File: config.mk
export PLATFORM = sky130hd
export DESIGN_NAME = fpu_issue_ctrl_flat
export DESIGN_NICKNAME = d
export VERILOG_FILES = /design/src/rtl/fpu_issue_ctrl_pkg.sv /design/src/rtl/fpu_issue_ctrl_if.sv /design/src/rtl/fpu_issue_ctrl_csr.sv /design/src/rtl/fpu_issue_ctrl.sv /design/src/flat_wrapper.sv
export SDC_FILE = /design/constraint.sdc
export NUM_CORES = 1
export LEC_CHECK = 0
export BUFFER_PORTS_ARGS = -buffer_cell sky130_fd_sc_hd__buf_2
export CORE_UTILIZATION = 50
export CTS_BUF_LIST = sky130_fd_sc_hd__clkbuf_2
export DETAILED_ROUTE_END_ITERATION = 6
export PLACE_DENSITY = 0.84
export SYNTH_ARGS = -nofsm -noshare
export SYNTH_HDL_FRONTEND = slang
export SYNTH_SLANG_ARGS = --single-unit
File: constraint.sdc
create_clock -name clk -period 9.9 [get_ports clk]
set_input_delay 0.495 -clock clk [delete_from_list [all_inputs] [get_ports clk]]
set_output_delay 0.495 -clock clk [all_outputs]
set_load 0.005 [all_outputs]
File: src/rtl/fpu_issue_ctrl_pkg.sv
// Shared constants for the FPU issue controller.
// State, rounding-mode, flag-index and CSR-select encodings.
package fpu_pkg;

    typedef logic [1:0] state_t;

    localparam state_t S_IDLE  = 2'd0;
    localparam state_t S_ISSUE = 2'd1;
    localparam state_t S_WAIT  = 2'd2;
    localparam state_t S_WB    = 2'd3;

    localparam logic [2:0] RM_RNE = 3'b000;
    localparam logic [2:0] RM_RTZ = 3'b001;
    localparam logic [2:0] RM_RDN = 3'b010;
    localparam logic [2:0] RM_RUP = 3'b011;
    localparam logic [2:0] RM_RMM = 3'b100;
    localparam logic [2:0] RM_DYN = 3'b111;

    localparam int FF_NV = 4;
    localparam int FF_DZ = 3;
    localparam int FF_OF = 2;
    localparam int FF_UF = 1;
    localparam int FF_NX = 0;

    localparam logic [1:0] CSR_FFLAGS = 2'b00;
    localparam logic [1:0] CSR_FRM    = 2'b01;
    localparam logic [1:0] CSR_FCSR   = 2'b10;

    function automatic logic rm_reserved(input logic [2:0] rm);
        return rm > RM_RMM;
    endfunction

endpackage

File: src/rtl/fpu_issue_ctrl_if.sv
// Pipeline, FPU-core, writeback and CSR signals of fpu_issue_ctrl.
// master = controller view, slave = surrounding environment view.
interface fpu_issue_ctrl_if;

    logic        req_valid;
    logic        req_ready;
    logic [4:0]  req_op;
    logic [2:0]  req_rm;
    logic [31:0] req_a;
    logic [31:0] req_b;
    logic [4:0]  req_rd;

    logic        fpu_valid_in;
    logic        fpu_ready_out;
    logic [4:0]  fpu_op;
    logic [2:0]  fpu_rm;
    logic [31:0] fpu_a;
    logic [31:0] fpu_b;

    logic        fpu_valid_out;
    logic        fpu_ready_in;
    logic [31:0] fpu_result;
    logic        fpu_IV;
    logic        fpu_DZ;
    logic        fpu_OF;
    logic        fpu_UF;
    logic        fpu_IE;

    logic        wb_valid;
    logic        wb_ready;
    logic [4:0]  wb_rd;
    logic [31:0] wb_data;
    logic [4:0]  wb_flags;

    logic        csr_we;
    logic [1:0]  csr_sel;
    logic [7:0]  csr_wdata;
    logic [7:0]  csr_rdata;

    logic        illegal;
    logic        busy;
    logic        timeout;

    modport master (
        input  req_valid, req_op, req_rm, req_a, req_b, req_rd,
        output req_ready,
        output fpu_valid_in, fpu_op, fpu_rm, fpu_a, fpu_b,
        input  fpu_ready_out,
        input  fpu_valid_out, fpu_result,
        input  fpu_IV, fpu_DZ, fpu_OF, fpu_UF, fpu_IE,
        output fpu_ready_in,
        output wb_valid, wb_rd, wb_data, wb_flags,
        input  wb_ready,
        input  csr_we, csr_sel, csr_wdata,
        output csr_rdata,
        output illegal, busy, timeout
    );

    modport slave (
        output req_valid, req_op, req_rm, req_a, req_b, req_rd,
        input  req_ready,
        input  fpu_valid_in, fpu_op, fpu_rm, fpu_a, fpu_b,
        output fpu_ready_out,
        output fpu_valid_out, fpu_result,
        output fpu_IV, fpu_DZ, fpu_OF, fpu_UF, fpu_IE,
        input  fpu_ready_in,
        input  wb_valid, wb_rd, wb_data, wb_flags,
        output wb_ready,
        output csr_we, csr_sel, csr_wdata,
        input  csr_rdata,
        input  illegal, busy, timeout
    );

endinterface

File: src/rtl/fpu_issue_ctrl_csr.sv
// fpu_csr: frm/fflags state, write priority, flag accumulation, read mux.
// frm sits in bits [7:5] and fflags in [4:0] in every CSR view.
module fpu_csr
    import fpu_pkg::*;
(
    input  logic       clk,
    input  logic       reset,
    input  logic       i_we,
    input  logic [1:0] i_sel,
    input  logic [7:0] i_wdata,
    input  logic       i_acc,
    input  logic [4:0] i_acc_flags,
    output logic [2:0] o_frm,
    output logic [7:0] o_rdata
);

    logic [2:0] r_frm;
    logic [4:0] r_fflags;
    logic       w_wr_frm;
    logic       w_wr_flags;

    assign w_wr_frm   = i_we && (i_sel == CSR_FRM    || i_sel == CSR_FCSR);
    assign w_wr_flags = i_we && (i_sel == CSR_FFLAGS || i_sel == CSR_FCSR);

    // An explicit fflags write overrides same-cycle accumulation
    always_ff @(posedge clk or posedge reset) begin
        if (reset) begin
            r_frm    <= '0;
            r_fflags <= '0;
        end else begin
            if (w_wr_frm)
                r_frm <= i_wdata[7:5];
            if (w_wr_flags)
                r_fflags <= i_wdata[4:0];
            else if (i_acc)
                r_fflags <= r_fflags | i_acc_flags;
        end
    end

    always_comb begin
        o_rdata = '0;
        unique case (1'b1)
            (i_sel == CSR_FFLAGS): o_rdata = {3'b000, r_fflags};
            (i_sel == CSR_FRM):    o_rdata = {r_frm, 5'b00000};
            (i_sel == CSR_FCSR):   o_rdata = {r_frm, r_fflags};
            default:               o_rdata = '0;
        endcase
    end

    assign o_frm = r_frm;

endmodule

File: src/rtl/fpu_issue_ctrl.sv
// Single-outstanding FPU issue controller with dynamic-rm resolution.
// Optional watchdog built when FPU_WATCHDOG_EN is defined.
module fpu_issue_ctrl
    import fpu_pkg::*;
#(
    parameter int TIMEOUT_CYCLES = 255
) (
    input  logic            clk,
    input  logic            reset,
    fpu_issue_ctrl_if.master bus
);

    state_t      r_state;
    logic [4:0]  r_op;
    logic [2:0]  r_rm;
    logic [31:0] r_a;
    logic [31:0] r_b;
    logic [4:0]  r_rd;
    logic [31:0] r_wb_data;
    logic [4:0]  r_wb_flags;
    logic        r_illegal;
    logic        r_timeout;

    logic [2:0]  w_frm;
    logic [2:0]  w_rm;
    logic        w_rsv;
    logic        w_accept;
    logic        w_start;
    logic        w_wb_done;
    logic        w_wd_fire;
    logic        w_acc;
    logic [4:0]  w_acc_flags;

    assign w_rm      = (bus.req_rm == RM_DYN) ? w_frm : bus.req_rm;
    assign w_rsv     = rm_reserved(w_rm);
    assign w_accept  = (r_state == S_IDLE) && bus.req_valid;
    assign w_start   = w_accept && !w_rsv;
    assign w_wb_done = (r_state == S_WB) && bus.wb_ready;

`ifdef FPU_WATCHDOG_EN
    localparam int WD_W = ($clog2(TIMEOUT_CYCLES + 1) > 8) ?
                          $clog2(TIMEOUT_CYCLES + 1) : 8;

    logic [WD_W-1:0] r_wd_cnt;
    logic            w_wd_run;

    assign w_wd_run  = (r_state == S_ISSUE) || (r_state == S_WAIT);
    assign w_wd_fire = w_wd_run && (r_wd_cnt == WD_W'(TIMEOUT_CYCLES));

    always_ff @(posedge clk or posedge reset) begin
        if (reset)
            r_wd_cnt <= '0;
        else if (w_start)
            r_wd_cnt <= '0;
        else if (w_wd_run)
            r_wd_cnt <= r_wd_cnt + 1'b1;
    end
`else
    logic w_unused_timeout;

    assign w_unused_timeout = (TIMEOUT_CYCLES != 0);
    assign w_wd_fire        = 1'b0;
`endif

    // A watchdog abort reports itself as an invalid operation
    assign w_acc       = w_wb_done || w_wd_fire;
    assign w_acc_flags = w_wd_fire ? 5'b10000 : r_wb_flags;

    always_ff @(posedge clk or posedge reset) begin
        if (reset) begin
            r_state    <= S_IDLE;
            r_op       <= '0;
            r_rm       <= '0;
            r_a        <= '0;
            r_b        <= '0;
            r_rd       <= '0;
            r_wb_data  <= '0;
            r_wb_flags <= '0;
            r_illegal  <= 1'b0;
            r_timeout  <= 1'b0;
        end else begin
            r_illegal <= w_accept && w_rsv;
            r_timeout <= w_wd_fire;
            if (w_wd_fire) begin
                r_state <= S_IDLE;
            end else begin
                case (r_state)
                    S_IDLE: if (w_start) begin
                        r_op    <= bus.req_op;
                        r_rm    <= w_rm;
                        r_a     <= bus.req_a;
                        r_b     <= bus.req_b;
                        r_rd    <= bus.req_rd;
                        r_state <= S_ISSUE;
                    end
                    S_ISSUE: if (bus.fpu_ready_out)
                        r_state <= S_WAIT;
                    S_WAIT: if (bus.fpu_valid_out) begin
                        r_wb_data  <= bus.fpu_result;
                        r_wb_flags <= {bus.fpu_IV, bus.fpu_DZ,
                                       bus.fpu_OF, bus.fpu_UF,
                                       bus.fpu_IE};
                        r_state    <= S_WB;
                    end
                    S_WB: if (bus.wb_ready)
                        r_state <= S_IDLE;
                    default: r_state <= S_IDLE;
                endcase
            end
        end
    end

    fpu_csr u_csr (
        .clk         (clk),
        .reset       (reset),
        .i_we        (bus.csr_we),
        .i_sel       (bus.csr_sel),
        .i_wdata     (bus.csr_wdata),
        .i_acc       (w_acc),
        .i_acc_flags (w_acc_flags),
        .o_frm       (w_frm),
        .o_rdata     (bus.csr_rdata)
    );

    assign bus.req_ready    = (r_state == S_IDLE);
    assign bus.fpu_valid_in = (r_state == S_ISSUE);
    assign bus.fpu_ready_in = (r_state == S_WAIT);
    assign bus.wb_valid     = (r_state == S_WB);
    assign bus.busy         = (r_state != S_IDLE);
    assign bus.fpu_op       = r_op;
    assign bus.fpu_rm       = r_rm;
    assign bus.fpu_a        = r_a;
    assign bus.fpu_b        = r_b;
    assign bus.wb_rd        = r_rd;
    assign bus.wb_data      = r_wb_data;
    assign bus.wb_flags     = r_wb_flags;
    assign bus.illegal      = r_illegal;
    assign bus.timeout      = r_timeout;

endmodule

File: src/flat_wrapper.sv
// flat-port wrapper written by rule: the top's interface ports become plain ports
module fpu_issue_ctrl_flat import fpu_pkg::*;
#(
    parameter int TIMEOUT_CYCLES = 255
)
  (clk, reset, bus_req_valid, bus_req_op, bus_req_rm, bus_req_a, bus_req_b, bus_req_rd, bus_req_ready, bus_fpu_valid_in, bus_fpu_op, bus_fpu_rm, bus_fpu_a, bus_fpu_b, bus_fpu_ready_out, bus_fpu_valid_out, bus_fpu_result, bus_fpu_IV, bus_fpu_DZ, bus_fpu_OF, bus_fpu_UF, bus_fpu_IE, bus_fpu_ready_in, bus_wb_valid, bus_wb_rd, bus_wb_data, bus_wb_flags, bus_wb_ready, bus_csr_we, bus_csr_sel, bus_csr_wdata, bus_csr_rdata, bus_illegal, bus_busy, bus_timeout);
  fpu_issue_ctrl_if bus_i ();
  input  logic clk;
  input  logic reset;
  input wire logic [$bits(bus_i.req_valid)-1:0] bus_req_valid;
  input wire logic [$bits(bus_i.req_op)-1:0] bus_req_op;
  input wire logic [$bits(bus_i.req_rm)-1:0] bus_req_rm;
  input wire logic [$bits(bus_i.req_a)-1:0] bus_req_a;
  input wire logic [$bits(bus_i.req_b)-1:0] bus_req_b;
  input wire logic [$bits(bus_i.req_rd)-1:0] bus_req_rd;
  output wire logic [$bits(bus_i.req_ready)-1:0] bus_req_ready;
  output wire logic [$bits(bus_i.fpu_valid_in)-1:0] bus_fpu_valid_in;
  output wire logic [$bits(bus_i.fpu_op)-1:0] bus_fpu_op;
  output wire logic [$bits(bus_i.fpu_rm)-1:0] bus_fpu_rm;
  output wire logic [$bits(bus_i.fpu_a)-1:0] bus_fpu_a;
  output wire logic [$bits(bus_i.fpu_b)-1:0] bus_fpu_b;
  input wire logic [$bits(bus_i.fpu_ready_out)-1:0] bus_fpu_ready_out;
  input wire logic [$bits(bus_i.fpu_valid_out)-1:0] bus_fpu_valid_out;
  input wire logic [$bits(bus_i.fpu_result)-1:0] bus_fpu_result;
  input wire logic [$bits(bus_i.fpu_IV)-1:0] bus_fpu_IV;
  input wire logic [$bits(bus_i.fpu_DZ)-1:0] bus_fpu_DZ;
  input wire logic [$bits(bus_i.fpu_OF)-1:0] bus_fpu_OF;
  input wire logic [$bits(bus_i.fpu_UF)-1:0] bus_fpu_UF;
  input wire logic [$bits(bus_i.fpu_IE)-1:0] bus_fpu_IE;
  output wire logic [$bits(bus_i.fpu_ready_in)-1:0] bus_fpu_ready_in;
  output wire logic [$bits(bus_i.wb_valid)-1:0] bus_wb_valid;
  output wire logic [$bits(bus_i.wb_rd)-1:0] bus_wb_rd;
  output wire logic [$bits(bus_i.wb_data)-1:0] bus_wb_data;
  output wire logic [$bits(bus_i.wb_flags)-1:0] bus_wb_flags;
  input wire logic [$bits(bus_i.wb_ready)-1:0] bus_wb_ready;
  input wire logic [$bits(bus_i.csr_we)-1:0] bus_csr_we;
  input wire logic [$bits(bus_i.csr_sel)-1:0] bus_csr_sel;
  input wire logic [$bits(bus_i.csr_wdata)-1:0] bus_csr_wdata;
  output wire logic [$bits(bus_i.csr_rdata)-1:0] bus_csr_rdata;
  output wire logic [$bits(bus_i.illegal)-1:0] bus_illegal;
  output wire logic [$bits(bus_i.busy)-1:0] bus_busy;
  output wire logic [$bits(bus_i.timeout)-1:0] bus_timeout;
  assign bus_i.req_valid = bus_req_valid;
  assign bus_i.req_op = bus_req_op;
  assign bus_i.req_rm = bus_req_rm;
  assign bus_i.req_a = bus_req_a;
  assign bus_i.req_b = bus_req_b;
  assign bus_i.req_rd = bus_req_rd;
  assign bus_req_ready = bus_i.req_ready;
  assign bus_fpu_valid_in = bus_i.fpu_valid_in;
  assign bus_fpu_op = bus_i.fpu_op;
  assign bus_fpu_rm = bus_i.fpu_rm;
  assign bus_fpu_a = bus_i.fpu_a;
  assign bus_fpu_b = bus_i.fpu_b;
  assign bus_i.fpu_ready_out = bus_fpu_ready_out;
  assign bus_i.fpu_valid_out = bus_fpu_valid_out;
  assign bus_i.fpu_result = bus_fpu_result;
  assign bus_i.fpu_IV = bus_fpu_IV;
  assign bus_i.fpu_DZ = bus_fpu_DZ;
  assign bus_i.fpu_OF = bus_fpu_OF;
  assign bus_i.fpu_UF = bus_fpu_UF;
  assign bus_i.fpu_IE = bus_fpu_IE;
  assign bus_fpu_ready_in = bus_i.fpu_ready_in;
  assign bus_wb_valid = bus_i.wb_valid;
  assign bus_wb_rd = bus_i.wb_rd;
  assign bus_wb_data = bus_i.wb_data;
  assign bus_wb_flags = bus_i.wb_flags;
  assign bus_i.wb_ready = bus_wb_ready;
  assign bus_i.csr_we = bus_csr_we;
  assign bus_i.csr_sel = bus_csr_sel;
  assign bus_i.csr_wdata = bus_csr_wdata;
  assign bus_csr_rdata = bus_i.csr_rdata;
  assign bus_illegal = bus_i.illegal;
  assign bus_busy = bus_i.busy;
  assign bus_timeout = bus_i.timeout;
  fpu_issue_ctrl #(.TIMEOUT_CYCLES(TIMEOUT_CYCLES)) u_core (.clk(clk), .reset(reset), .bus(bus_i));
endmodule
======== Word level (Yosys, flattened, before mapping) ========
Index checks and enable logic that the tools add are counted.
storage, ports and cells
  register bits after elaboration ......... 125
  input bits .............................. 131
  output and inout bits ................... 129
  word-level logic and storage cells ...... 48
operators by class
  order comparisons ....................... 1
  eq/ne operators ......................... 10
  muxes and demuxes ....................... 9
  bitwise operators ....................... 1
  reduce and logical (&&, ||, !) cells .... 16
operator list
  kind                                                   number
  one-hot mux 8 bit (3 select lines)                     1
  2-to-1 mux 5 bit                                       2
  2-to-1 mux 2 bit                                       4
  one-hot mux 2 bit (4 select lines)                     1
  == test 2 bit, second input constant                   3
  logical AND 1 bit                                      6
  inequality test 2 x 1 -> 1 bit, second input constant  3
  bitwise OR 5 bit                                       1
  == test 2 x 1 -> 1 bit, second input constant          2
  logical NOT 2 bit                                      2
  AND reduction 2 bit                                    2
  AND reduction 4 bit                                    1
  nonzero test 2 bit                                     2
  == test 3 bit, second input constant                   1
  greater-than comparator 3 bit, second input constant   1
  2-to-1 mux 3 bit                                       1
  logical OR 1 bit                                       2
  inequality test 2 bit, second input constant           1
  logical NOT 1 bit                                      1

======== Longest topological paths before layout ========
Gate-level depths: netlist of the first run.
  depth in word-level cells ............... 7
  gate-level depth with buffers ........... 8
  mapped depth without buffers ............ 6

======== By module ========
A second synthesis of the first run with hierarchy kept.
unflattened totals
  cell total of the unflattened synthesis .. 325
  area, all modules ....................... 5001.0 um^2
modules (own cells, without submodules)
  module          instances  cells each  area each (um^2)  sequential area each (um^2)
  fpu_issue_ctrl  1          281         4539.4            2927.8
  fpu_csr         1          44          461.7             200.2

======== Worst setup path before layout of the first run ========
Ideal clock, no wire load.
  kind .................................... register -> register
  start ................................... reg u_core.r_state[0]
  end ..................................... reg u_core.r_a[1] (netlist: u_core.bus.fpu_a[1])
  arrival time ............................ 1.741 ns
  required time ........................... 9.773 ns
  slack ................................... 8.032 ns
  cell stages (with the launch flop) ...... 8
  path buffers ............................ 2
  period minus slack after synthesis ...... 1.868 ns
  cell sequence ........................... dfrtp_1 inv_1 ha_1 nand2_1 o22ai_4 buf_6 buf_6 mux2_1
between the ends
  cells in the longest elaborated chain, start to end .. 4
ends and longest elaborated chain
  what                               line                  text
  from (decl)                        fpu_issue_ctrl.sv:13  state_t r_state;
  from (signal assigned)             fpu_issue_ctrl.sv:71  r_state <= S_IDLE;
  from (signal assigned)             fpu_issue_ctrl.sv:85  r_state <= S_IDLE;
  from (signal assigned)             fpu_issue_ctrl.sv:94  r_state <= S_ISSUE;
  logical NOT 2 bit (*)              -
  named net bus_req_ready            flat_wrapper.sv:16    output wire logic [$bits(bus_i.req_ready)-1:0] bus_req_ready;
  logical AND 1 bit                  fpu_issue_ctrl.sv:36  assign w_accept = (r_state == S_IDLE) && bus.req_valid;
  logical AND 1 bit                  fpu_issue_ctrl.sv:37  assign w_start = w_accept && !w_rsv;
  AND reduction 2 bit (no line) (*)  -
  to (signal assigned)               fpu_issue_ctrl.sv:91  r_a <= bus.req_a;
  to (decl)                          fpu_issue_ctrl.sv:16  logic [31:0] r_a;
Mark *: on every way through the listed nets, which the timed path passes. The rest lies on a longest branch.
A chain may end at the register's enable or synchronous reset.

======== Final worst setup path of the first run ========
  start ................................... reg u_core.r_state[1]
  end ..................................... reg u_core.r_b[29] (netlist: u_core.bus.fpu_b[29])
between the ends
  cells in the longest elaborated chain, start to end .. 4
ends and longest elaborated chain
  what                               line                                        text
  logical NOT 2 bit (*)              fpu_issue_ctrl.sv:36, fpu_issue_ctrl.sv:87
  logical AND 1 bit                  fpu_issue_ctrl.sv:36
  logical AND 1 bit                  fpu_issue_ctrl.sv:37
  AND reduction 2 bit (no line) (*)  -
  to (signal assigned)               fpu_issue_ctrl.sv:92                        r_b <= bus.req_b;
  to (decl)                          fpu_issue_ctrl.sv:17                        logic [31:0] r_b;
Mark *: on every way between the ends. The rest lies on a longest branch, timed or not.

==> flow_metrics.py, run 1 <==
metrics = {
    "drt": {
        "vias": 3658,
        "vias_per_cell": 4.85,
        "detail-route-antenna-nets": 0,
        "post_drt_wl_per_cell_um": 15.8,
        "dr.pass1.iters": 6,
        "drcViolationCount": 1,
        "drt_iter0_markers": 59,
        "wl_um": 11900,
    },
    "logic_synthesis": {
        "synth_ff_type": "dfrtp_1",
        "yosys.area.top_type_share": 0.629,
        "yosys_warnings": 0,
        "synth_commonest_cells": "dfrtp_1 (125), mux2_2 (110), nor2_1 (12)",
        "async_reset_ff_frac": 1.00,
        "synth_area_leaders": "dfrtp_1 (63%), mux2_2 (25%), ha_1 (2.3%)",
        "ys_types": 25,
        "synth_nets": 467,
        "synth_xor_area_frac": 0,
        "synth-adder-area-share": 0.0226,
        "synth.avg_cell_area_sq_um": 15.2,
        "synth_compound_area_frac": 0.0252,
        "synth_top_family_by_area": "multiplexers",
        "synth.most_common_cell": "dfrtp_1",
        "synthMuxAreaShare": 0.262,
        "syn_area_sq_um": 4970,
        "ys_ff_latch": 125,
        "synth-edff-count": 0,
        "yosysTopAreaCell": "dfrtp_1",
        "synth_cells": 327,
        "synthSimpleGateAreaFrac": 0.0362,
        "ys_seq_area_frac": 0.629,
    },
    "cts": {
        "cts_hold_repair.buffers": 5,
        "cts-htree-levels": 4,
        "root_buffer": "clkbuf_2",
        "clk_path_buf_depth": 2,
        "path_clk_slew_ns": 0.18,
        "post_cts_buffers": 0,
        "clk-insertion-delay-late_ns": 0.66,
        "clock_sinks": 125,
        "tritoncts": "built",
        "cts_inserted_buffers": 17,
        "cts_resized": 0,
    },
    "sta": {
        "final.min_clock_period_ns": 2.49,
        "holdWs_ns": 0.0245,
        "maxSlewViolCount": 0,
        "clock_skew_ns": 0.0252,
        "fmax_mhz": 401,
        "hold_violations": 0,
        "finalSetupViolations": 0,
        "worst_pin_slew_ns": 0.964,
        "tns_ns": 0,
        "relSlewSlack": 0.358,
        "post-route-period-util": 0.252,
        "setup_slack_ns": 7.41,
        "rsz0062_at_grt": "no",
    },
    "floorplan": {
        "die_width_um": 102,
        "die_y_um": 102,
        "coreArea_sq_um": 9730,
        "start_util": 0.511,
        "fp-row-count": 36,
        "die_area_sq_um": 10400,
        "ios": 260,
    },
    "global_routing": {
        "grt_usage": 0.224,
        "overflow": 0,
        "antenna_found_initial": 0,
        "grt_max_degree": 80,
        "grt_pass1_wl_um": 17600,
        "grt_pass1_vias": 3695,
    },
    "placed_design": {
        "io_buffers": 258,
        "dpl_cell_area_sq_um": 6370,
        "hpwl_um": 8650,
        "pre_cts_ws_ns": 7.44,
        "gp_congestion": 0.779,
    },
    "run": {
        "cap_violations": 0,
    },
    "setup_path": {
        "max_stage_delay_ns": 0.73,
        "crit_type": "reg2reg",
        "worstPathMaxFanout": 79,
        "cp.arrival_ns": 3.04,
        "critPathCaptureType": "register",
        "required_ns": 10.45,
        "crit_chain": "inv_1 > ha_1 > nand2_1 > o22ai_4 > buf_4 > mux2_2",
        "start_kind": "register",
        "slowest_stage": "buf_4",
    },
    "final_layout": {
        "antenna_cells": 0,
        "ff_latch_area_sq_um": 3130,
        "drive_above_1_share": 0.640,
        "nFillCells": 729,
        "multi_input_area_sq_um": 1730,
        "area_delta_synth_final_pct": 35.7,
        "nNetsFinal": 754,
        "design_area_sq_um": 6750,
    },
    "outcome": {
        "violations": "DRC",
        "status": "finished, violations left",
    },
    "worst_hold_path": {
        "hp-class": "in2async",
    },
    "power_and_ir_drop": {
        "max-vdd-ir-drop_mv": 0.164,
        "powerDensity_nw_per_um2": 284,
        "p_leak_uw": 0.00341,
        "p_total_uw": 1920,
    },
}
## cell families after synthesis
| kind of cell | count (synthesis) |
|---|---|
| other cells | 1 |
| flops | 125 |
| simple gates | 36 |
| fa+ha+maj | 9 |
| mux | 116 |
| buf+inv | 20 |
| compound gates | 20 |
## power breakdown
group	switching, uW	total [uW]	internal (uW)
combinational	311	750	439
clock	174	282	107
sequential	129	887	759
total	614	1920	1310
## cells in the final DEF, fill, tap and decap left out, types with 2 or more instances in the layout
cell type | Yosys | final
a31oi_1 | 2 | 2
clkbuf_2 | 0 | 18
clkinvlp_4 | 0 | 2
nand2b_1 | 4 | 4
buf_4 | 7 | 3
buf_2 | 3 | 258
clkinv_1 | 0 | 2
and2_1 | 9 | 9
inv_1 | 8 | 7
dlygate4sd3_1 | 0 | 19
mux2_1 | 5 | 5
nand2_1 | 6 | 6
a21oi_1 | 10 | 10
nor2_1 | 12 | 12
ha_1 | 9 | 9
mux2_2 | 110 | 110
dfrtp_1 | 125 | 125
bufinv_16 | 0 | 2
clkinv_2 | 0 | 2
nand4_1 | 2 | 2
o21a_1 | 2 | 2
o21ai_0 | 3 | 3
## area by class of cell
class / count / share of cell area
flip-flops and latches: 125 / 0.463
repair buffers: 280 / 0.223
clock inverters: 9 / 0.0150
inverters: 8 / 0.00482
multi-input cells: 182 / 0.256
clock buffers: 18 / 0.0133
well taps: 133 / 0.0247
## critical path: cells and delay by family (launching register included)
| kind | cells | cell delay, ns |
|---|---|---|
| buffers and inverters | 2 | 0.85 |
| flip-flops | 1 | 0.44 |
| multiplexers | 1 | 0.43 |
| adder cells (fa/ha/maj) | 1 | 0.28 |
| AO/OA/AOI/OAI | 1 | 0.18 |
| AND/OR/NAND/NOR | 1 | 0.14 |
## per-layer routing
layer / routed length [um] / GRT usage / vias up
li1: - / - / 1706
met1: 4360 / 0.237 / 1764
met2: 6360 / 0.401 / 174
met3: 1060 / 0.0835 / 14
met4: 157 / 0.0914 / 0
met5: 0 / 0 / -
## metrics by stage
stage,utilization,std cells
floorplan,-,327
global placement,0.654,709
detailed placement,0.654,709
CTS,0.679,741
global route,0.694,755
finish,0.694,755
## registers in the layout, indices dropped and copies added, names as in the netlist
register	count
u_core.u_csr.r_fflags	5
u_core.bus.fpu_a	32
u_core.r_state	2
u_core.bus.wb_data	32
u_core.bus.fpu_rm	3
u_core.bus.fpu_op	5
u_core.u_csr.o_frm	3
u_core.bus.wb_flags	5
u_core.bus.fpu_b	32
u_core.bus.wb_rd	5
u_core.bus.illegal	1
## final timing paths
check                           depth (start not counted)                start  slack (ns)                      to
worst min-delay path                                    2                reset        0.02  u_core.bus.wb_data[22]
max in group asynchronous                               3                reset        8.72    u_core.bus.fpu_a[25]
worst max register to register                          6    u_core.r_state[1]        7.41    u_core.bus.fpu_b[29]
min in group clk                                        2        bus_req_a[20]        0.05    u_core.bus.fpu_a[20]
worst max-delay path                                    6    u_core.r_state[1]        7.41    u_core.bus.fpu_b[29]
worst min register to register                          1  u_core.bus.fpu_a[2]        0.50     u_core.bus.fpu_a[2]
(Power assumes the default switching activity.)
==> run 2, diff against run 1 <==
Settings changed: CORE_UTILIZATION 50 to 47, PLACE_DENSITY 0.84 to 0.8.
Clock period 9.9 ns to 2.59 ns, I/O delays scaled along.
==> run 2 against run 1 <==
The flow now finishes without violations. Core utilization rose by 9.9 points. Clock skew rose by 0.0029 ns. Critical path depth rose by 2. Power rose to 4.2 times the previous value. Global-route usage rose by 6.0 points. Die area rose by 6.3%. Largest power group unchanged.
==> flow_metrics.py, run 2 (synthesis gave the netlist of run 1 again) <==
metrics = {
    "outcome": {
        "status": "finished, final reports clean",
    },
    "setup_path": {
        "r2r_start": "u_core.r_state[0]",
        "crit_start": "u_core.r_state[0]",
        "crit_type": "reg2reg",
        "r2r_cells": 8,
        "critPathCaptureType": "register",
        "start_kind": "register",
        "required_ns": 3.14,
        "worstPathMaxFanout": 32,
        "cp.arrival_ns": 3.00,
    },
    "final_layout": {
        "area_delta_synth_final_pct": 63.7,
        "final_cell_mix": "buf_2 (258), dlygate4sd3_1 (143), dfrtp_1 (125), mux2_2 (110), clkbuf_2 (17)",
        "antenna_cells": 0,
        "nFillCells": 558,
        "design_area_sq_um": 8140,
        "postLayoutCoreUtil": 0.792,
        "nNetsFinal": 880,
        "drive_above_1_share": 0.539,
        "ff_latch_area_sq_um": 3130,
        "multi_input_area_sq_um": 1730,
        "fin_cells": 889,
        "final_common_cell": "buf_2",
    },
    "sta": {
        "maxSlewViolCount": 0,
        "relSlewSlack": 0.477,
        "worst_pin_slew_ns": 0.779,
        "hold_violations": 0,
        "holdWs_ns": 0.194,
        "final.min_clock_period_ns": 2.45,
        "clock_skew_ns": 0.0281,
        "post-route-period-util": 0.945,
        "finalSetupViolations": 0,
        "fmax_mhz": 409,
        "tns_ns": 0,
        "rsz0062_at_grt": "no",
    },
    "global_routing": {
        "antenna_found_initial": 0,
        "grt_pass1_wl_um": 23900,
        "overflow": 0,
        "grt_pass1_vias": 4846,
        "grt_usage": 0.284,
        "grt_max_degree": 73,
    },
    "cts": {
        "cts-htree-levels": 4,
        "clk-insertion-delay-late_ns": 0.63,
        "path_clk_slew_ns": 0.21,
        "tritoncts": "built",
        "clk_path_buf_depth": 2,
        "root_buffer": "clkbuf_2",
        "cts_inserted_buffers": 17,
        "post_cts_buffers": 0,
        "clock_sinks": 125,
    },
    "floorplan": {
        "die_y_um": 105,
        "fp-row-count": 37,
        "die_width_um": 105,
        "die_area_sq_um": 11000,
        "ios": 260,
        "start_util": 0.484,
        "coreArea_sq_um": 10300,
    },
    "worst_hold_path": {
        "holdPathStages": 4,
        "hp-class": "in2reg",
        "holdCritStartpoint": "bus_fpu_valid_out",
    },
    "drt": {
        "wl_um": 15100,
        "drcViolationCount": 0,
        "post_drt_wl_per_cell_um": 17.0,
        "dr.pass1.iters": 4,
        "drt_iter0_markers": 193,
        "detail-route-antenna-nets": 0,
        "vias": 4385,
        "vias_per_cell": 4.93,
    },
    "power_and_ir_drop": {
        "p_leak_uw": 0.00399,
        "powerDensity_nw_per_um2": 985,
        "max-vdd-ir-drop_mv": 0.601,
    },
    "placed_design": {
        "dp.cells": 714,
        "dpl_cell_area_sq_um": 6420,
        "io_buffers": 258,
        "hpwl_um": 8550,
        "gp_congestion": 0.760,
    },
    "run": {
        "cap_violations": 0,
    },
}
-- run 2: cell count changes in the layout (fill, tap and decap cells not counted), sizes merged --
cell         change
buf              +2
bufinv           +2
clkbuf           -1
clkinv           +2
clkinvlp         +2
dlygate4sd3    +124
-- run 2: routing by layer --
metal / global-route usage / up-vias / wire [um]
met1: 0.293 / 2136 / 5280
met4: 0.146 / 0 / 512
met2: 0.514 / 245 / 8040
met5: 0 / - / 0
met3: 0.0917 / 46 / 1310
li1: - / 1958 / -
-- run 2: power by group --
part | switching [uW] | internal [uW]
logic | 1300 | 1870
registers | 553 | 2900
clock network | 762 | 632
-- run 2: final timing paths --
check | slack, ns | to
worst max-delay path | 0.14 | u_core.bus.fpu_rm[1]
worst max register to register | 0.14 | u_core.bus.fpu_rm[1]
max in group asynchronous | 1.38 | u_core.bus.illegal
worst min-delay path | 0.19 | u_core.bus.wb_flags[1]
min in group asynchronous | 0.54 | u_core.bus.fpu_b[14]
worst min register to register | 0.51 | u_core.bus.fpu_a[4]
-- run 2: critical path: stages, from the launching register on --
cell	delay [ns]
dfrtp_1	0.45
inv_1	0.14
ha_1	0.29
nand2_1	0.15
o22ai_4	0.24
buf_6	0.30
o211ai_1	0.15
dlygate4sd3_1	0.58
o21ai_0	0.07
-- run 2: repair_timing --
item	in CTS	in global routing
setup endpoints to repair	0	3
gates resized for setup	0	1
hold endpoints to repair	249	0
hold buffers	143	0
-- run 2: metrics by stage --
stage,power (uW),setup WS [ns]
floorplan,4910,0.722
global placement,6130,0.601
detailed placement,6310,0.506
CTS,7900,0.123
global route,8480,0.0225
finish,8020,0.143
-- run 2: layout make-up --
type / count / share of cell area
clock inverter: 15 / 0.0241
clock buffer: 17 / 0.0105
tap: 136 / 0.0209
multi-input combinational: 182 / 0.212
timing repair buffer: 406 / 0.344
sequential: 125 / 0.384
inverter: 8 / 0.00415
==> run 3, diff against run 2 <==
Settings changed: BUFFER_PORTS_ARGS -buffer_cell sky130_fd_sc_hd__buf_2 to not set, CORE_AREA set to 2 2 100 102, CORE_UTILIZATION 47 to not set, DIE_AREA set to 0 0 102 104, DONT_BUFFER_PORTS set to 1, PLACE_DENSITY 0.8 to 0.64, REMOVE_ABC_BUFFERS set to 1.
Clock period 2.59 ns to 2.7 ns, I/O delays scaled along.
==> run 3 against run 2 <==
The run now fails in clock tree synthesis (4_1_cts). Synthesized cell count unchanged. Synthesized area unchanged.
==> flow_metrics.py, run 3 <==
metrics = {
    "outcome": {
        "status": "stopped before the end",
        "stop_stage": "clock tree synthesis (4_1_cts)",
        "stop_error": "[ERROR RSZ-0060] Max buffer count reached.",
    },
    "placed_design": {
        "io_buffers": 0,
        "pre_cts_ws_ns": 0.592,
        "gp_congestion": 0.767,
        "hpwl_um": 7220,
    },
    "logic_synthesis": {
        "synth_area_leaders": "dfrtp_1 (63%), mux2_2 (25%), ha_1 (2.3%)",
        "ys_seq_area_frac": 0.629,
        "ys_types": 25,
        "ys_ff_latch": 125,
        "synth_cells": 327,
        "synth_ff_type": "dfrtp_1",
        "yosysTopAreaCell": "dfrtp_1",
        "yosys.area.top_type_share": 0.629,
        "async_reset_ff_frac": 1.00,
        "synth_commonest_cells": "dfrtp_1 (125), mux2_2 (110), nor2_1 (12)",
        "synth.avg_cell_area_sq_um": 15.2,
        "synth.most_common_cell": "dfrtp_1",
        "syn_area_sq_um": 4970,
        "yosys_warnings": 0,
        "synth-edff-count": 0,
    },
    "cts": {
        "cts_resized": 0,
        "cts-htree-levels": 4,
        "clk_path_buf_depth": 2,
        "cts_inserted_buffers": 17,
        "cts_hold_repair.buffers": 101,
        "root_buffer": "clkbuf_2",
        "clock_sinks": 125,
        "post_cts_buffers": 0,
    },
    "floorplan": {
        "die_y_um": 104,
        "start_util": 0.521,
        "ios": 260,
        "die_width_um": 102,
        "fp-row-count": 36,
    },
}
run 3: cell counts after synthesis:
No cell type changed its count.
run 3: kinds of logic after synthesis:
| family | Yosys count | share of synthesized area |
|---|---|---|
| muxes | 116 | 0.262 |
| adders and majority gates | 9 | 0.0226 |
| DFF | 125 | 0.629 |
| and+or+nand+nor | 36 | 0.0362 |
| buffers and inverters | 20 | 0.0241 |
| other | 1 | 0.000754 |
| AOI/OAI and AO/OA | 20 | 0.0251 |
run 3: per-stage QoR:
| step | hold WS (ns) | std cells | util | instance area [sq um] | TNS, ns |
|---|---|---|---|---|---|
| floorplan | 0.238 | 315 | - | 4880 | -99.97 |
| global placement | 0.182 | 452 | 0.535 | 5110 | 0 |
| detailed placement | 0.183 | 452 | 0.535 | 5110 | 0 |
==> run 4, diff against run 3 <==
Settings changed: CORE_AREA 2 2 100 102 to not set, CORE_UTILIZATION set to 38, CTS_BUF_LIST sky130_fd_sc_hd__clkbuf_2 to not set, DIE_AREA 0 0 102 104 to not set, PLACE_DENSITY 0.64 to not set, PLACE_DENSITY_LB_ADDON set to 0.15.
==> run 4 against run 3 <==
The flow again stops in clock tree synthesis (4_1_cts). Synthesized cell count unchanged. Synthesized area unchanged.
==> flow_metrics.py, run 4 <==
metrics = {
    "outcome": {
        "status": "stopped before the end",
        "stop_stage": "clock tree synthesis (4_1_cts)",
        "stop_error": "[ERROR RSZ-0060] Max buffer count reached.",
    },
    "logic_synthesis": {
        "synth_area_leaders": "dfrtp_1 (63%), mux2_2 (25%), ha_1 (2.3%)",
        "synth_commonest_cells": "dfrtp_1 (125), mux2_2 (110), nor2_1 (12)",
        "ys_ff_latch": 125,
        "async_reset_ff_frac": 1.00,
        "synth.most_common_cell": "dfrtp_1",
        "synth_cells": 327,
        "yosys.area.top_type_share": 0.629,
        "yosys_warnings": 0,
        "ys_seq_area_frac": 0.629,
        "ys_types": 25,
        "synth_ff_type": "dfrtp_1",
        "syn_area_sq_um": 4970,
        "yosysTopAreaCell": "dfrtp_1",
        "synth-edff-count": 0,
        "synth.avg_cell_area_sq_um": 15.2,
    },
    "cts": {
        "cts_resized": 0,
        "clock_sinks": 125,
        "cts-htree-levels": 4,
        "cts_hold_repair.buffers": 106,
        "post_cts_buffers": 0,
        "cts_inserted_buffers": 17,
        "clk_path_buf_depth": 2,
        "root_buffer": "clkbuf_16",
    },
    "placed_design": {
        "hpwl_um": 7480,
        "gp_congestion": 0.699,
        "pre_cts_ws_ns": 0.399,
        "io_buffers": 0,
    },
    "floorplan": {
        "die_y_um": 116,
        "start_util": 0.393,
        "ios": 260,
        "die_width_um": 116,
        "fp-row-count": 41,
    },
}
[run 4: cell counts after synthesis]
Identical to the previous run, type by type.
[run 4: logic make-up after synthesis]
logic type	after synthesis	share of synthesized area
buffers and inverters	20	0.0241
adder cells (fa/ha/maj)	9	0.0226
AND/OR/NAND/NOR	36	0.0362
other	1	0.000754
multiplexers	116	0.262
AO/OA/AOI/OAI	20	0.0251
flip-flops	125	0.629
[run 4: per-stage QoR]
step           instances  area [sq um]  setup TNS [ns]
3_3_place_gp         495          5210               0
2_1_floorplan        315          4880          -99.97
3_5_place_dp         495          5210               0
